--- src/rtl/cpu_bus_master.sv ---
// cpu_bus_master: initiator of the cartridge CPU bus.
// Accepts single/burst read/write commands, generates M2-phased NES CPU
// bus cycles (addr, rw, data, m2) and returns read beats on a valid/ready
// response channel.
//
// Ports:
//   clk, rst_n                        clock, async active-low reset
//   cmd_valid/cmd_ready               command handshake
//   cmd_rw/cmd_addr/cmd_wdata/cmd_len command payload (len = beats - 1)
//   rsp_valid/rsp_ready               read response handshake
//   rsp_data/rsp_drv                  read byte, mapper-drove-bus flag
//   done, busy                        completion pulse, command in progress
//   bus_addr/bus_rw/bus_m2            CPU bus address, r/w, M2 phase clock
//   bus_dout/bus_dout_oe              write data and its drive enable
//   map_cpu_oe/map_cpu_do             mapper read enable and read data
//
// Optional feature macro: CPU_BUS_OPEN_BUS_EN
//   defined   -> undriven reads return the last byte seen on the data bus
//   undefined -> undriven reads return 8'hFF
//
// Read beats spend one clock in WAIT_RSP (M2 low) to hand the byte over.
module cpu_bus_master #(
  parameter int unsigned M2_LO_CYC = 3,
  parameter int unsigned M2_HI_CYC = 3,
  parameter logic [15:0] IDLE_ADDR = 16'hFFFF
) (
  input  logic        clk,
  input  logic        rst_n,
  input  logic        cmd_valid,
  output logic        cmd_ready,
  input  logic        cmd_rw,
  input  logic [15:0] cmd_addr,
  input  logic [7:0]  cmd_wdata,
  input  logic [7:0]  cmd_len,
  output logic        rsp_valid,
  input  logic        rsp_ready,
  output logic [7:0]  rsp_data,
  output logic        rsp_drv,
  output logic        done,
  output logic        busy,
  output logic [15:0] bus_addr,
  output logic        bus_rw,
  output logic        bus_m2,
  output logic [7:0]  bus_dout,
  output logic        bus_dout_oe,
  input  logic        map_cpu_oe,
  input  logic [7:0]  map_cpu_do
);

  localparam int unsigned PH_W = 4;

  typedef enum logic [1:0] {S_IDLE, S_LO, S_HI, S_WAIT} state_e;

  state_e state_q, state_d;
  logic [PH_W-1:0] ph_q, ph_d;
  logic        rw_q, rw_d;
  logic [15:0] addr_q, addr_d;
  logic [7:0]  wdata_q, wdata_d;
  logic [7:0]  cnt_q, cnt_d;
  logic        cmd_ready_q, cmd_ready_d;
  logic        rsp_valid_q, rsp_valid_d;
  logic [7:0]  rsp_data_q, rsp_data_d;
  logic        rsp_drv_q, rsp_drv_d;
  logic        done_q, done_d;
  logic        busy_q, busy_d;
  logic [15:0] bus_addr_q, bus_addr_d;
  logic        bus_rw_q, bus_rw_d;
  logic        bus_m2_q, bus_m2_d;
  logic [7:0]  bus_dout_q, bus_dout_d;
  logic        bus_dout_oe_q, bus_dout_oe_d;

  logic cmd_fire, lo_last, hi_last, rsp_fire, beat_end, last_beat;
  logic [7:0] undriven_byte, rd_byte;

`ifdef CPU_BUS_OPEN_BUS_EN
  // Last byte seen on the data bus; when not valid, the address high byte.
  logic [7:0] ob_q, ob_d;
  logic       ob_vld_q, ob_vld_d;
  assign undriven_byte = ob_vld_q ? ob_q : addr_q[15:8];
`else
  assign undriven_byte = 8'hFF;
`endif

  assign rd_byte   = map_cpu_oe ? map_cpu_do : undriven_byte;
  assign cmd_fire  = cmd_valid & cmd_ready_q;
  assign lo_last   = (state_q == S_LO) && (ph_q == PH_W'(M2_LO_CYC - 1));
  assign hi_last   = (state_q == S_HI) && (ph_q == PH_W'(M2_HI_CYC - 1));
  assign rsp_fire  = rsp_valid_q & rsp_ready;
  assign beat_end  = (hi_last & ~rw_q) | ((state_q == S_WAIT) & rsp_fire);
  assign last_beat = (cnt_q == 8'd0);

  // State and datapath registers
  always_ff @(posedge clk or negedge rst_n) begin
    if (!rst_n) begin
      state_q       <= S_IDLE;
      ph_q          <= '0;
      rw_q          <= 1'b1;
      addr_q        <= '0;
      wdata_q       <= '0;
      cnt_q         <= '0;
      cmd_ready_q   <= 1'b1;
      rsp_valid_q   <= 1'b0;
      rsp_data_q    <= '0;
      rsp_drv_q     <= 1'b0;
      done_q        <= 1'b0;
      busy_q        <= 1'b0;
      bus_addr_q    <= IDLE_ADDR;
      bus_rw_q      <= 1'b1;
      bus_m2_q      <= 1'b0;
      bus_dout_q    <= '0;
      bus_dout_oe_q <= 1'b0;
    end else begin
      state_q       <= state_d;
      ph_q          <= ph_d;
      rw_q          <= rw_d;
      addr_q        <= addr_d;
      wdata_q       <= wdata_d;
      cnt_q         <= cnt_d;
      cmd_ready_q   <= cmd_ready_d;
      rsp_valid_q   <= rsp_valid_d;
      rsp_data_q    <= rsp_data_d;
      rsp_drv_q     <= rsp_drv_d;
      done_q        <= done_d;
      busy_q        <= busy_d;
      bus_addr_q    <= bus_addr_d;
      bus_rw_q      <= bus_rw_d;
      bus_m2_q      <= bus_m2_d;
      bus_dout_q    <= bus_dout_d;
      bus_dout_oe_q <= bus_dout_oe_d;
    end
  end

`ifdef CPU_BUS_OPEN_BUS_EN
  always_ff @(posedge clk or negedge rst_n) begin
    if (!rst_n) begin
      ob_q     <= '0;
      ob_vld_q <= 1'b0;
    end else begin
      ob_q     <= ob_d;
      ob_vld_q <= ob_vld_d;
    end
  end
`endif

  // Next-state logic
  always_comb begin
    state_d = state_q;
    case (state_q)
      S_IDLE: if (cmd_fire) state_d = S_LO;
      S_LO:   if (lo_last)  state_d = S_HI;
      S_HI:   if (hi_last && rw_q) state_d = S_WAIT;
      default: ;
    endcase
    if (beat_end) state_d = last_beat ? S_IDLE : S_LO;
  end

  // Output and datapath next values
  always_comb begin
    ph_d          = '0;
    rw_d          = rw_q;
    addr_d        = addr_q;
    wdata_d       = wdata_q;
    cnt_d         = cnt_q;
    cmd_ready_d   = cmd_ready_q;
    rsp_valid_d   = rsp_valid_q;
    rsp_data_d    = rsp_data_q;
    rsp_drv_d     = rsp_drv_q;
    done_d        = 1'b0;
    busy_d        = busy_q;
    bus_addr_d    = bus_addr_q;
    bus_rw_d      = bus_rw_q;
    bus_m2_d      = bus_m2_q;
    bus_dout_d    = bus_dout_q;
    bus_dout_oe_d = bus_dout_oe_q;
`ifdef CPU_BUS_OPEN_BUS_EN
    ob_d          = ob_q;
    ob_vld_d      = ob_vld_q;
`endif

    case (state_q)
      S_IDLE: begin
        if (cmd_fire) begin
          rw_d        = cmd_rw;
          addr_d      = cmd_addr;
          wdata_d     = cmd_wdata;
          cnt_d       = cmd_len;
          busy_d      = 1'b1;
          cmd_ready_d = 1'b0;
          bus_addr_d  = cmd_addr;
          bus_rw_d    = cmd_rw;
        end
      end
      S_LO: begin
        ph_d = lo_last ? '0 : ph_q + PH_W'(1);
        if (lo_last) begin
          bus_m2_d = 1'b1;
          if (!rw_q) begin
            bus_dout_d    = wdata_q;
            bus_dout_oe_d = 1'b1;
          end
        end
      end
      S_HI: begin
        ph_d = hi_last ? '0 : ph_q + PH_W'(1);
        if (hi_last) begin
          bus_m2_d      = 1'b0;
          bus_dout_oe_d = 1'b0;
          if (rw_q) begin
            rsp_valid_d = 1'b1;
            rsp_data_d  = rd_byte;
            rsp_drv_d   = map_cpu_oe;
`ifdef CPU_BUS_OPEN_BUS_EN
            ob_d     = map_cpu_do;
            ob_vld_d = map_cpu_oe;
          end else begin
            ob_d     = wdata_q;
            ob_vld_d = 1'b1;
`endif
          end
        end
      end
      S_WAIT: begin
        if (rsp_fire) rsp_valid_d = 1'b0;
      end
      default: ;
    endcase

    // Beat completion: finish the command or advance to the next address
    if (beat_end) begin
      if (last_beat) begin
        bus_addr_d  = IDLE_ADDR;
        bus_rw_d    = 1'b1;
        busy_d      = 1'b0;
        done_d      = 1'b1;
        cmd_ready_d = 1'b1;
      end else begin
        cnt_d      = cnt_q - 8'd1;
        addr_d     = addr_q + 16'd1;
        bus_addr_d = addr_q + 16'd1;
      end
    end
  end

  assign cmd_ready   = cmd_ready_q;
  assign rsp_valid   = rsp_valid_q;
  assign rsp_data    = rsp_data_q;
  assign rsp_drv     = rsp_drv_q;
  assign done        = done_q;
  assign busy        = busy_q;
  assign bus_addr    = bus_addr_q;
  assign bus_rw      = bus_rw_q;
  assign bus_m2      = bus_m2_q;
  assign bus_dout    = bus_dout_q;
  assign bus_dout_oe = bus_dout_oe_q;

endmodule

--- config.mk ---
export PLATFORM = sky130hd
export DESIGN_NAME = cpu_bus_master
export DESIGN_NICKNAME = d
export VERILOG_FILES = /design/src/rtl/cpu_bus_master.sv
export SDC_FILE = /design/constraint.sdc
export NUM_CORES = 1
export LEC_CHECK = 0
export CAP_MARGIN = 15
export CORE_MARGIN = 3
export CORE_UTILIZATION = 37
export CTS_BUF_LIST = sky130_fd_sc_hd__clkbuf_4
export CTS_CLUSTER_DIAMETER = 200
export DETAILED_ROUTE_END_ITERATION = 10
export HOLD_SLACK_MARGIN = 0.1
export PLACE_DENSITY = 0.58
export SLEW_MARGIN = 20
export SYNTH_ARGS = -nofsm -noshare
export SYNTH_HDL_FRONTEND = slang
export SYNTH_SLANG_ARGS = --single-unit
--- constraint.sdc ---
create_clock -name clk -period 2.7 [get_ports clk]
set_clock_uncertainty 0.2 [all_clocks]
set_input_delay 0.54 -clock clk [delete_from_list [all_inputs] [get_ports clk]]
set_output_delay 0.54 -clock clk [all_outputs]
set_load 0.05 [all_outputs]
-- After elaboration in Yosys (flattened, before gate mapping)
Index checks and enable logic that the tools add are counted.
- add/subtract/negate cells: 3
- equal/unequal tests: 12
- muxes and demuxes: 46
- bitwise operators: 6
- reductions and logical operators: 18
- operators with widths (operator ; number):
    $mux 16 ; 8
    $mux 8 ; 5
    $mux 1 ; 22
    $add 16x1->16 const B ; 1
    $reduce_and 4->1 ; 3
    $ne 2x2->1 const B ; 5
    $reduce_and 3->1 ; 3
    $logic_not 8->1 ; 1
    $mux 2 ; 4
    $mux 4 ; 2
    $pmux 4 s2 ; 1
    $reduce_bool 2->1 ; 4
    $sub 8x1->8 const B ; 1
    $ne 3x3->1 const B ; 2
    $pmux 1 s2 ; 3
    $pmux 2 s3 ; 1
    $add 4x1->4 const B ; 1
    $and 1x1->1 ; 4
    $eq 2x2->1 const B ; 2
    $eq 4x2->1 const B ; 1
    $reduce_and 2->1 ; 2
    $reduce_bool 4->1 ; 1
    $logic_and 1x1->1 ; 3
    $ne 3x2->1 const B ; 1
    4 further kinds ; 4
- bits in registers: 79
- input port bits: 46
- output and inout bits: 40
- logic and storage cells: 102

-- Longest topological paths before layout
- word-level depth: 6
- mapped depth: 10
- depth with buffers taken out: 7

-- Worst setup path before layout
OpenSTA, ideal clock, no wires.
- kind: flip-flop to flip-flop
- start: register state_q[0]
- end: register addr_q[9]
- library setup time: 0.131 ns
- arrival: 1.806 ns
- data required time: 2.369 ns
- slack: 0.563 ns
- cell stages (with the launch flop): 10
- buffers on the path: 2
- period minus slack after synthesis: 2.137 ns
- path through: dfrtp_1 > inv_1 > ha_1 > nor2b_1 > a32o_1 > buf_2 > nand2_1 > buf_2 > nor3_1 > or3_1
- cells in the longest elaborated chain, start to end: 5
- elaborated cells on any way between the ends: 10
- classes of those cells: 2 x eq/ne; 3 x mux; 3 x bitwise; 2 x reduce/logical
- RTL lines (what ; line ; source):
    start: declaration ; 54 ; state_e state_q, state_d;
    start signal: assignment ; 113 ; state_q <= state_d;
    $eq 2x2->1 ; 87 ; assign hi_last = (state_q == S_HI) && (ph_q == PH_W'(M2_HI_CYC - 1));
    $logic_and 1x1->1 ; 87 ;
    $and 1x1->1 ; 89 ; assign beat_end = (hi_last & ~rw_q) | ((state_q == S_WAIT) & rsp_fire);
    $or 1x1->1 ; 89 ;
    $mux 16 * ; 229 ; if (beat_end) begin
    named net addr_d[9] ; 57 ; logic [15:0] addr_q, addr_d;
    end signal: assignment ; 116 ; addr_q <= addr_d;
    end: declaration ; 57 ;
The timed path passes the listed nets; every way through them passes the cells marked *.
A chain may end at the register's enable or synchronous reset.

-- Worst setup path in the final report
- start: register cmd_ready_q (netlist: cmd_ready)
- end: output cmd_ready
- RTL lines (what ; line ; source):
    start: declaration ; 60 ; logic cmd_ready_q, cmd_ready_d;
    start signal: assignment ; 119 ; cmd_ready_q <= cmd_ready_d;
    end: declaration ; 30 ; output logic cmd_ready,
No word-level cell between the ends.

==> results.sh <==
export IMPL_status="finished, final reports clean"
export IMPL_utilization_pct=49.6
export IMPL_synth_top_cells_by_count="96 x nand2_1, 60 x dfrtp_1, 35 x o21ai_0, 28 x a21oi_1, 23 x nor2_1"
export IMPL_min_period_ns=2.54
export IMPL_drc=0
export IMPL_cts_root_buf="clkbuf_4"
export IMPL_first_iter_violations=169
export IMPL_fin_tns_setup_ns=0
export IMPL_timing_critical_path_buf_inv=1
export IMPL_path_class="flop to primary output"
export IMPL_postPlaceCellArea_um2=4990
export IMPL_synth_edf_count=0
export IMPL_ys_ff_latch=79
export IMPL_first_global_vias=3229
export IMPL_cp_start_kind="flop"
export IMPL_crit_family="buffers and inverters"
export IMPL_clk_latency_ns=0.41
export IMPL_nFillCells=1003
export IMPL_pin_count=86
export IMPL_path_cells="clkdlybuf4s50_1"
export IMPL_ys_top_cells_by_area="dfrtp_1 38%, dfstp_2 13%, nand2_1 9.1%, o21ai_0 4.4%, a21oi_1 3.5%"
export IMPL_routabilityCongestion=0.830
export IMPL_cts_made_buffers=9
export IMPL_fmax_ghz=0.393
export IMPL_drt_total_wl_um=9500
export IMPL_slew_viol_final=0
export IMPL_yosysUniqueCellTypes=47
export IMPL_syn_nets=482
export IMPL_worstHoldPathType="flop to flop"
export IMPL_fp_row_count=37
export IMPL_cts_buffer_depth=2
export IMPL_cts_sinks=79
export IMPL_synth_seq_area_share_pct=50.6
export IMPL_nets=570
export IMPL_end_kind="primary output"
export IMPL_die_y_um=109
export IMPL_cts_tree="done"
export IMPL_avgSynthCellArea_um2=9.27
export IMPL_synth_top_area_share_pct=38.0
export IMPL_ys_dominant_reg_cell="dfrtp_1"
export IMPL_fin_area_um2=5140
export IMPL_grt_max_degree=45
export IMPL_synthesis_area_um2=3960
export IMPL_period_share_pct=94.2
export IMPL_arrival_ns=1.80
export IMPL_cp_required_ns=1.96
export IMPL_synth_largest_area_cell="dfrtp_1"
export IMPL_cts_htree_levels=3
export IMPL_syn_to_final_growth_pct=29.9
export IMPL_async_flop_share_pct=100
export IMPL_drtAntennaViolNets=0
export IMPL_core_area_um2=10400
export IMPL_r2r_slack_ns=0.31
export IMPL_rsz0062_at_grt="no"
export IMPL_drt_vias_per_instance=5.12
export IMPL_drive_above_1_share_pct=13.3
export IMPL_io_buffers=85
export IMPL_finalHoldViolations=0
export IMPL_p_leak_nw=2.25
export IMPL_wl_per_cell_um=14.5
export IMPL_relSlewSlack_pct=60.6
export IMPL_die_x_um=109
export IMPL_post_cts_setup_buffer_count=0
export IMPL_vdd_drop_max_mv=0.456
export IMPL_initial_utilization_pct=38.2
export IMPL_antenna_found_initial=0
export IMPL_synthCells=427
export IMPL_slowest_delay_ns=0.81
export IMPL_setup_viol=0
export IMPL_synth_most_common_cell="nand2_1"
export IMPL_grt_overflow=0
export IMPL_post_dp_hpwl_um=6890
export IMPL_drv_cap=0
export IMPL_tightest_slew_ns=0.590
export IMPL_grt_usage_pct=16.7
export IMPL_fin_hold_ws_ns=0.262
export IMPL_antennaDiodeCount=0
export IMPL_crit_path_top_delay_cell="clkdlybuf4s50_1"
export IMPL_vias=3359
export IMPL_power_density_nw_per_um2=1150
export IMPL_clkTransAtPathRegs_ns=0.13
export IMPL_die_area_um2=12000
export IMPL_cp_max_fo=4
export IMPL_grt_first_pass_wirelength_um=15800
export IMPL_drt_pre_antenna_iters=4
export IMPL_ys_warn_count=0
layer usage:
layer / wire [um] / vias up / GRT usage (%) / part of all wire [%]
li1: - / 1654 / - / -
met1: 4400 / 1604 / 23.0 / 46
met2: 4450 / 87 / 26.9 / 47
met3: 499 / 14 / 2.76 / 5.3
met4: 160 / 0 / 5.61 / 1.7
met5: 0 / - / 0 / 0
cell usage in the layout (no fill, tap or decap), types with 5 or more instances in the layout:
master | netlist | final
dfstp_2 | 19 | 19
buf_4 | 3 | 16
a31oi_1 | 11 | 11
ha_1 | 9 | 9
nand4_1 | 7 | 7
clkdlybuf4s50_1 | 0 | 84
a21o_1 | 6 | 6
nor2_1 | 23 | 23
nor2b_1 | 10 | 10
nand2_1 | 96 | 96
xnor2_1 | 7 | 7
nand3_1 | 13 | 13
clkbuf_4 | 0 | 10
xor2_1 | 6 | 6
o21ai_0 | 35 | 35
dfrtp_1 | 60 | 60
mux2_2 | 10 | 10
and3_1 | 8 | 7
nor3b_1 | 5 | 5
a21oi_1 | 28 | 28
inv_1 | 9 | 9
final cells by class:
cell class	instances	area, um^2	area share, %
multi-input cells	314	1810	35.2
repair buffers	102	991	19.3
well taps	136	170	3.31
flip-flops and latches	79	2000	38.9
inverters	9	33.8	0.657
clock inverters	6	61.3	1.19
clock buffers	10	75.1	1.46
metrics by stage:
step / worst slack, ns / instances / power [W]
after floorplan: 0.563 / 427 / 0.00430
after global placement: 0.360 / 639 / 0.00518
after detailed placement: 0.277 / 639 / 0.00524
after CTS: 0.117 / 656 / 0.00596
after global routing: 0.0423 / 656 / 0.00634
final: 0.157 / 656 / 0.00589
path summary, 6_finish.rpt:
check	start	endpoint	cells after the start
min in group asynchronous	rst_n	rsp_data[0]	2
hold reg to reg	bus_addr[10]	bus_addr[10]	2
hold / removal	bus_addr[10]	bus_addr[10]	2
setup / recovery	cmd_ready	cmd_ready	1
setup reg to reg	ph_q[0]	bus_dout[7]	7
max in group asynchronous	rst_n	bus_addr[7]	3
cell families (layout without fill, tap and decap cells):
family	after synthesis	in the layout	synth area share, %
XOR/XNOR	13	13	2.88
AND/OR/NAND/NOR	182	182	21.8
buffers and inverters	34	127	3.76
AO/OA/AOI/OAI	98	98	14.8
flip-flops	79	79	50.6
multiplexers	12	12	3.35
adder cells (fa/ha/maj)	9	9	2.85
worst min-delay path, cell delays in order (launching register included):
cell     delay (ns)
dfstp_2        0.39
nand2_1        0.05
nand2_1        0.04
repair_timing:
action,in CTS,in global routing
endpoints found under the hold margin,33,0
hold buffers,1,0
gates resized for setup,0,0
state kept, by name, indices dropped and copies added (netlist names), 2 cells and up:
name and cells:
bus_addr 16, bus_dout 8, cnt_q 8, rsp_data 8, ph_q 4, wdata_q 8, state_q 2, addr_q 16
where the power goes:
part	leakage [nW]	internal (W)	total, W	switching [W]
sequential	0.905	0.00180	0.00223	0.000425
clock	0.0677	0.000289	0.000709	0.000420
combinational	1.28	0.00113	0.00296	0.00183
(Power assumes the default switching activity.)
